--- src/rtl/ws2812_driver.sv ---
// ws2812_driver: NRZ pulse-width encoder for a WS2812 data line with frame latch gap
module ws2812_driver #(
  parameter int T0H        = 20,
  parameter int T1H        = 40,
  parameter int TBIT       = 63,
  parameter int TLATCH     = 4000,
  parameter int FRAME_BITS = 3072
) (
  input  logic clk,
  input  logic rst_n,
  input  logic datain,
  output logic dout,
  output logic done,
  output logic latching
);
  localparam int CMAX = TLATCH > TBIT ? TLATCH : TBIT;
  localparam int CW   = CMAX > 1 ? $clog2(CMAX) : 1;
  localparam int BW   = FRAME_BITS > 1 ? $clog2(FRAME_BITS) : 1;
  typedef enum logic [1:0] {LATCH, HIGH, LOW} state_t;
  state_t state, state_n;
  logic [CW-1:0] cnt, cnt_n, thigh, tlow;
  logic [BW-1:0] bitcnt, bitcnt_n;
  logic cur, cur_n;
  assign thigh = cur ? CW'(T1H) : CW'(T0H);
  assign tlow  = CW'(TBIT) - thigh;
  // next-state: count out each phase, sample datain only when entering HIGH
  always_comb begin
    state_n  = state;
    cnt_n    = cnt + 1'b1;
    bitcnt_n = bitcnt;
    cur_n    = cur;
    if (state == LATCH) begin
      if (cnt == CW'(TLATCH - 1)) begin
        state_n = HIGH;
        cnt_n   = '0;
        cur_n   = datain;
      end
    end else if (state == HIGH) begin
      if (cnt == thigh - 1'b1) begin
        state_n = LOW;
        cnt_n   = '0;
      end
    end else if (cnt == tlow - 1'b1) begin
      cnt_n = '0;
      if (bitcnt == BW'(FRAME_BITS - 1)) begin
        bitcnt_n = '0;
        state_n  = LATCH;
      end else begin
        bitcnt_n = bitcnt + 1'b1;
        cur_n    = datain;
        state_n  = HIGH;
      end
    end
  end
  // state and outputs registered from next state so dout rises on the sampling edge
  always_ff @(posedge clk or negedge rst_n) begin
    if (!rst_n) begin
      state    <= LATCH;
      cnt      <= '0;
      bitcnt   <= '0;
      cur      <= 1'b0;
      dout     <= 1'b0;
      done     <= 1'b0;
      latching <= 1'b1;
    end else begin
      state    <= state_n;
      cnt      <= cnt_n;
      bitcnt   <= bitcnt_n;
      cur      <= cur_n;
      dout     <= state_n == HIGH;
      done     <= state == HIGH && state_n == LOW;
      latching <= state_n == LATCH;
    end
  end
endmodule

--- config.mk ---
export PLATFORM = sky130hd
export DESIGN_NAME = ws2812_driver
export DESIGN_NICKNAME = d
export VERILOG_FILES = /design/src/rtl/ws2812_driver.sv
export SDC_FILE = /design/constraint.sdc
export NUM_CORES = 1
export LEC_CHECK = 0
export CAP_MARGIN = 30
export CORE_MARGIN = 5
export CORE_UTILIZATION = 50
export CTS_CLUSTER_SIZE = 25
export DETAILED_ROUTE_END_ITERATION = 10
export PLACE_DENSITY = 0.72
export RECOVER_POWER = 25
export SLEW_MARGIN = 5
export SYNTH_ARGS = -nofsm -noshare
export SYNTH_HDL_FRONTEND = slang
export SYNTH_SLANG_ARGS = --single-unit
--- constraint.sdc ---
create_clock -name clk -period 5.67 [get_ports clk]
set_clock_uncertainty 0.05 [all_clocks]
set_input_delay 0.8505 -clock clk [delete_from_list [all_inputs] [get_ports clk]]
set_output_delay 0.8505 -clock clk [all_outputs]
set_load 0.05 [all_outputs]
* Word-level counts from Yosys, hierarchy flattened
Index checks and enable logic that the tools add are counted.
** Operators by class
- Equal/unequal tests :: 10
- Reduce and logical (&&, ||, !) cells :: 6
- Muxes and demuxes :: 18
- Bitwise logic cells :: 2
- Add/sub/neg operators :: 5
** Operators by type and width (count)
- 12-bit 2-to-1 mux :: 6
- 12-bit by 1-bit adder with 12-bit output (second input constant) :: 2
- 12-bit == test :: 2
- 12-bit == test (second input constant) :: 2
- 2-bit 2-to-1 mux :: 5
- 7-bit by 2-bit subtractor with 8-bit output (second input constant) :: 1
- 6-bit by 1-bit subtractor with 7-bit output (second input constant) :: 1
- 6-bit by 6-bit subtractor with 7-bit output (first input constant) :: 1
- 1-bit 2-to-1 mux :: 6
- 6-bit 2-to-1 mux :: 1
- 2-bit by 1-bit == test with 1-bit output (second input constant) :: 2
- 2-bit logical NOT :: 2
- 2-bit != test (second input constant) :: 2
- 4-bit AND reduction :: 1
- 3-bit AND reduction :: 1
- 2-bit == test (second input constant) :: 1
- 2-bit by 1-bit != test with 1-bit output (second input constant) :: 1
- 1-bit NOT :: 2
- 2-bit nonzero test :: 1
- 1-bit logical AND :: 1
** Word-level totals
- Register bits after elaboration :: 30

* Depth between registers and ports, before layout
Gate-level depths: netlist (run 1).
- Word-level depth :: 9
- Depth in mapped cells :: 7
- Depth with buffers taken out :: 6

* Worst setup path before layout (run 1)
OpenSTA, ideal clock, no wires.
- Path type :: reg2reg
- Start point :: register cnt[7]
- End point :: register bitcnt[6]
- Data arrival time :: 1.857 ns
- Slack :: 3.683 ns
- Cell stages (with the launch flop) :: 7
- Required time :: 5.541 ns
- Setup time :: 0.079 ns
- Path through :: dfrtp_1 nor4_4 nand3_2 or4_1 buf_4 nor3_4 xor2_1
** Between the ends
- Cells in the longest elaborated chain, start to end :: 2
** RTL lines
- from (decl) :: line 21 : logic [CW-1:0] cnt, cnt_n, thigh, tlow;
- from (signal assigned) :: line 67 : cnt <= cnt_n;
- 12-bit == test :: line 43 : end else if (cnt == tlow - 1'b1) begin
- 3-bit AND reduction (no line)
- to (signal assigned) :: line 68 : bitcnt <= bitcnt_n;
- to (decl) :: line 22 : logic [BW-1:0] bitcnt, bitcnt_n;
Every way passes these cells.
A chain may end at the register's enable or synchronous reset.

* Final worst setup path (run 1)
- Start point :: register latching
- End point :: output latching
** RTL lines
- from (decl) :: line 14 : output logic latching
- from (signal assigned) :: line 64 : latching <= 1'b1;
- from (signal assigned) :: line 72 : latching <= state_n == LATCH;
No word-level cell between the ends.

==> qor.csv, run 1 <==
stage;metric;value;unit
clock_tree;CTS sink cnt;30;
route;vias per cell;5.48;
critical_path;kind of critical path;flip-flop to output pin;
outcome;violated checks;capacitance limit, slew limit;
floorplan;row count;20;
clock_tree;Post-CTS Setup Inserts;0;
global_route;GR Util All Layers;16.5;%
layout;Final #Nets;185;
sta;Slew Limit Fails;31;
critical_path;crit-path cells;clkdlybuf4s50_1;
global_route;first-pass GRT wire length;5.55;mm
floorplan;DIE AREA;4400;um2
layout;# fillers;268;
layout;Reg area;752;um2
yosys;syn_nets;174;
yosys;yosys warns;0;
sta;Post-Route Setup TNS;0;ps
floorplan;IO Pins;6;
sta;Peak Freq;0.394;GHz
critical_path;crit path max fanout;1;
layout;share of layout cells above drive strength 1;7.22;%
clock_tree;htree depth;2;
clock_tree;maximum root-to-sink buffer count;2;
global_route;largest net degree at the start of global routing;31;
place;number of port buffers;5;
floorplan;core footprint;3050;um2
clock_tree;CTS buffer count;5;
critical_path;crit-path leading delay family;buffers and inverters;
route;# DRC;0;
yosys;Synth cell types;36;
sta;Final setup viols;0;
outcome;status;finished with violations;
route;Detailed Route WL;2.95;mm
layout;footprint of the multi-input gates;802;um2
yosys;fraction of registers with async set/reset;100;%
sta;Slew Limit Headroom;-2.78;%
critical_path;Critical Path AT;1640;ps
power_and_ir_drop;power per cell area;248;nW/um2
job;max cap viols;1;
global_route;remaining global-route overflow;0;
place;Post-DP HPWL;2.14;mm
power_and_ir_drop;maximum vdd drop;131;uV
critical_path;critical path required time;4770;ps
sta;Hold Vio Cnt, Final;0;
route;Post-DRT Antenna Nets;0;
sta;Slew @ Worst Pin;1540;ps
critical_path;WP buf/inv;1;
critical_path;Worst setup SP type;flip-flop;
clock_tree;CTS root buf;clkbuf_4;
yosys;EDFF count, synth;0;
place;gpl congestion;0.842;
yosys;top_reg_cell synth;dfrtp_1;
critical_path;Slowest-stage cell, CP;clkdlybuf4s50_1;
route;TritonRoute pass-1 iters;4;
clock_tree;CTS tree;done;
sta;Final min period;2540;ps
floorplan;Initial Util;51.9;%
layout;Ant. Diodes;0;
sta;hold slack;450;ps
yosys;cell count after synthesis;168;
route;drt wl/cell;13.2;um
yosys;sequential area share after synthesis;47.4;%
critical_path;slowest stage delay, CP;790;ps
clock_tree;Clock transition at path regs;100;ps
sta;RSZ-0062 raised after global routing;false;
power_and_ir_drop;Pleak;0.796;nW
route;via count;1228;
worst_hold_path;Hold WC Path Type;flip-flop to flip-flop;
clock_tree;Clk Latency, worst-skew pair;330;ps
global_route;vias in the first global route;1201;
clock_tree;CTS Hold Bufs;0;
yosys;synthesized flop and latch total;30;
global_route;initial antenna violation count;0;
floorplan;chip width;66.3;um
yosys;mapped cell area;1590;um2
floorplan;Die Ht;66.3;um
route;drt initial violations;111;
sta;period utilization;44.8;%
layout;Area Overhead vs Synth;13.1;%
clock_tree;post-CTS sizing;0;
yosys;Avg Inst Size Synth;9.44;um2
critical_path;nature of the critical path endpoint;output pin;
-- sequential cells by signal, indices dropped and copies added, names as in the netlist --
signal,count
latching,1
cnt,12
bitcnt,12
state,2
dout,1
done,1
cur,1
-- routing by layer --
metal	vias up	track usage (%)	routed length, um
met3	8	4.42	137
met5	-	0	0
li1	615	-	-
met1	578	22.0	1430
met2	27	24.9	1320
met4	0	7.61	59
-- stage by stage --
stage	power, mW	instance area [um2]	setup WS (ps)	utilization, %	cells
after detailed placement	0.228	1690	3450	55.2	216
after global placement	0.227	1690	3490	55.2	216
after CTS	0.450	1800	3120	58.9	224
after global routing	0.460	1790	2880	58.7	224
final	0.445	1790	3130	58.7	224
after floorplan	0.221	1590	3680	-	168
-- final cells by class --
type	count	share of cell area [%]
repair buffers	6	3.00
multi-input cells	131	44.7
inverters	5	1.05
clock buffers	6	2.86
well taps	44	3.07
clock inverters	2	3.35
flip-flops and latches	30	41.9
-- path summary, 6_finish.rpt --
check	cells after the start	end	startpoint	slack, ps
setup reg to reg	5	bitcnt[6]$_DFFE_PN0P_	cnt[7]$_DFF_PN0_	3410
hold / removal	1	bitcnt[7]$_DFFE_PN0P_	bitcnt[7]$_DFFE_PN0P_	450
setup / recovery	1	latching	latching$_DFF_PN1_	3130
max in group asynchronous	2	cnt[0]$_DFF_PN0_	rst_n	3290
min in group asynchronous	2	state[1]$_DFF_PN0_	rst_n	1380
hold reg to reg	1	bitcnt[7]$_DFFE_PN0P_	bitcnt[7]$_DFFE_PN0P_	450
-- cells in the final DEF, fill, tap and decap left out, drive strengths merged --
master         count
nand2b             3
nand2             17
nand4              4
nand3             11
and3               3
or3                2
mux2               2
a41oi              1
nor2              27
clkdlybuf4s50      4
inv                5
nor2b              4
xnor2              8
nor4               2
bufinv             2
nor4bb             1
nand4b             2
and2               2
xor2               6
nor3               5
a21o               1
nand4bb            1
dfstp              1
ha                 3
a31oi              3
a21oi              2
dlygate4sd3        1
a22oi              1
o21ai             13
dfrtp             29
clkbuf             7
or4                2
and4               2
o31ai              3
-- synth_stat cells (4+ instances only) --
cell type  instances  area share [%]
nor2_1            27             6.4
nand2_1           17             4.0
xor2_1             6             3.3
dfrtp_1           29              46
nor2b_1            4             1.6
nor3_1             4             1.3
o21ai_1           10             3.2
nand3_1           10             3.2
inv_1              5             1.2
xnor2_1            8             4.4
nand4_1            4             1.6
-- kinds of logic (layout without fill, tap and decap cells) --
| logic type | Yosys count | after routing | synth area share, % |
|---|---|---|---|
| fa+ha+maj | 3 | 3 | 2.37 |
| mux | 2 | 2 | 1.42 |
| simple gates | 88 | 88 | 30.2 |
| xor+xnor | 14 | 14 | 7.73 |
| compound gates | 24 | 24 | 8.84 |
| flops | 30 | 30 | 47.4 |
| buf+inv | 7 | 19 | 1.97 |
-- power by group --
| part | internal, mW | leakage, nW | switching (mW) |
|---|---|---|---|
| logic | 0.00226 | 0.339 | 0.00555 |
| clock network | 0.149 | 0.0585 | 0.0730 |
| registers | 0.214 | 0.399 | 0.000756 |
(Power assumes the default switching activity.)
==> run 2: changes to the inputs <==
PLACE_DENSITY = 0.75   (was 0.72)
clock period = 2.1 ns   (was 5.67 ns; I/O delays follow)
==> run 2 against run 1 <==
Effect of this change:
- the flow now finishes without violations
- sequential share of layout area fell by 0.52 points
- global-route usage decreased by 0.21 points
- total power rose by 120%
- critical path type unchanged
- critical endpoint unchanged
- largest cell class unchanged
- largest power group is now sequential cells
==> qor.csv, run 2 (same netlist as run 1, synthesis figures left out) <==
stage;metric;value;unit
outcome;status;completed;
layout;commonest non-fill, non-tap cells in the layout;dfrtp_1, nor2_1, nand2_1, o21ai_1, nand3_1;
floorplan;Initial Util;51.9;%
critical_path;slowest stage delay, CP;790;ps
sta;Final setup viols;0;
sta;Hold Vio Cnt, Final;0;
place;gpl congestion;0.888;
clock_tree;CTS buffer count;5;
sta;Slew Limit Headroom;51.9;%
sta;Slew @ Worst Pin;722;ps
worst_hold_path;Hold WC Path Type;flip-flop to flip-flop;
clock_tree;Clock transition at path regs;100;ps
route;Detailed Route WL;3.04;mm
floorplan;chip width;66.3;um
global_route;GR Util All Layers;16.3;%
critical_path;critical path required time;1740;ps
global_route;largest net degree at the start of global routing;31;
clock_tree;CTS root buf;clkbuf_4;
layout;Ant. Diodes;0;
critical_path;Slowest-stage cell, CP;clkdlybuf4s50_1;
global_route;initial antenna violation count;0;
critical_path;nature of the critical path endpoint;output pin;
route;vias per cell;5.48;
clock_tree;Clk Latency, worst-skew pair;330;ps
power_and_ir_drop;maximum vdd drop;292;uV
global_route;vias in the first global route;1251;
layout;Area Overhead vs Synth;14.5;%
floorplan;Die Ht;66.3;um
critical_path;WP buf/inv;1;
critical_path;kind of critical path;flip-flop to output pin;
critical_path;crit-path leading delay family;buffers and inverters;
sta;Peak Freq;0.497;GHz
layout;Util after Layout;59.5;%
floorplan;IO Pins;6;
layout;Final #Nets;193;
route;Post-DRT Antenna Nets;0;
sta;Final min period;2010;ps
route;drt wl/cell;13.1;um
critical_path;crit path max fanout;1;
clock_tree;maximum root-to-sink buffer count;2;
place;number of port buffers;5;
floorplan;core footprint;3050;um2
layout;commonest non-fill, non-tap cell in the layout;dfrtp_1;
critical_path;crit-path cells;clkdlybuf4s50_1;
job;max cap viols;0;
sta;period utilization;95.8;%
global_route;first-pass GRT wire length;5.46;mm
clock_tree;CTS Hold Bufs;0;
global_route;remaining global-route overflow;0;
route;drt initial violations;68;
clock_tree;htree depth;2;
clock_tree;CTS sink cnt;30;
clock_tree;CTS tree;done;
sta;RSZ-0062 raised after global routing;false;
critical_path;Worst setup SP type;flip-flop;
floorplan;row count;20;
power_and_ir_drop;power per cell area;532;nW/um2
route;TritonRoute pass-1 iters;4;
route;# DRC;0;
place;Post-DP HPWL;2.23;mm
power_and_ir_drop;Pleak;0.822;nW
route;via count;1272;
sta;Slew Limit Fails;0;
layout;share of layout cells above drive strength 1;12.8;%
sta;hold slack;463;ps
floorplan;DIE AREA;4400;um2
critical_path;Critical Path AT;1650;ps
layout;Regs by FF count;bitcnt x12, cnt x12, state x2;
[run 2: metal layers]
layer  part of all wire [%]  track usage [%]  vias to the layer above
met5                      0                0                        -
met4                    2.3             6.85                        0
met3                    3.5             5.10                        6
met2                     45             25.7                       20
met1                     50             20.6                      618
li1                       -                -                      628
[run 2: worst register-to-register path, cell delays in order, from the launching register on]
cell and delay (ps):
dfrtp_1 420, nor4_4 320, nand3_2 150, or4_4 640, nor3_4 210, xor2_1 150
[run 2: what timing repair did]
| item | 4_1_cts | 5_1_grt |
|---|---|---|
| setup endpoints to repair | 1 | 10 |
| endpoints found under the hold margin | 0 | 0 |
| setup buffers | 0 | 0 |
| gates resized for setup | 1 | 1 |
[run 2: cell type report]
| type | instances | area, um2 |
|---|---|---|
| sequential | 30 | 752 |
| clock buffer | 6 | 51.3 |
| inverter | 5 | 18.8 |
| multi-input combinational | 131 | 811 |
| clock inverter | 2 | 12.5 |
| timing repair buffer | 14 | 115 |
| tap | 44 | 55.1 |
| fill | 278 | 1240 |
[run 2: power by group]
group / switching (mW) / internal [mW]
combinational: 0.0152 / 0.00636
clock: 0.204 / 0.161
sequential: 0.00178 / 0.578
total: 0.221 / 0.745
[run 2: path summary, 6_finish.rpt]
check	start	end	slack, ps	cells after the start
setup / recovery	latching$_DFF_PN1_	latching	90	1
hold / removal	cnt[0]$_DFF_PN0_	cnt[0]$_DFF_PN0_	460	1
setup reg to reg	cnt[7]$_DFF_PN0_	bitcnt[6]$_DFFE_PN0P_	100	5
hold reg to reg	cnt[0]$_DFF_PN0_	cnt[0]$_DFF_PN0_	460	1
max in group asynchronous	rst_n	bitcnt[10]$_DFFE_PN0P_	1030	2
min in group asynchronous	rst_n	state[0]$_DFF_PN0_	510	2
[run 2: stage by stage]
step / setup TNS [ps] / instance area (um2) / setup WS, ps / total power [mW] / std cells
CTS: 0 / 1810 / 43.7 / 0.981 / 232
global placement: 0 / 1750 / 25.8 / 0.614 / 224
floorplan: 0 / 1590 / 113 / 0.597 / 168
global route: 0 / 1820 / 4.16 / 1.01 / 232
finish: 0 / 1820 / 88.0 / 0.967 / 232
detailed placement: -12.3 / 1750 / -12.3 / 0.615 / 224
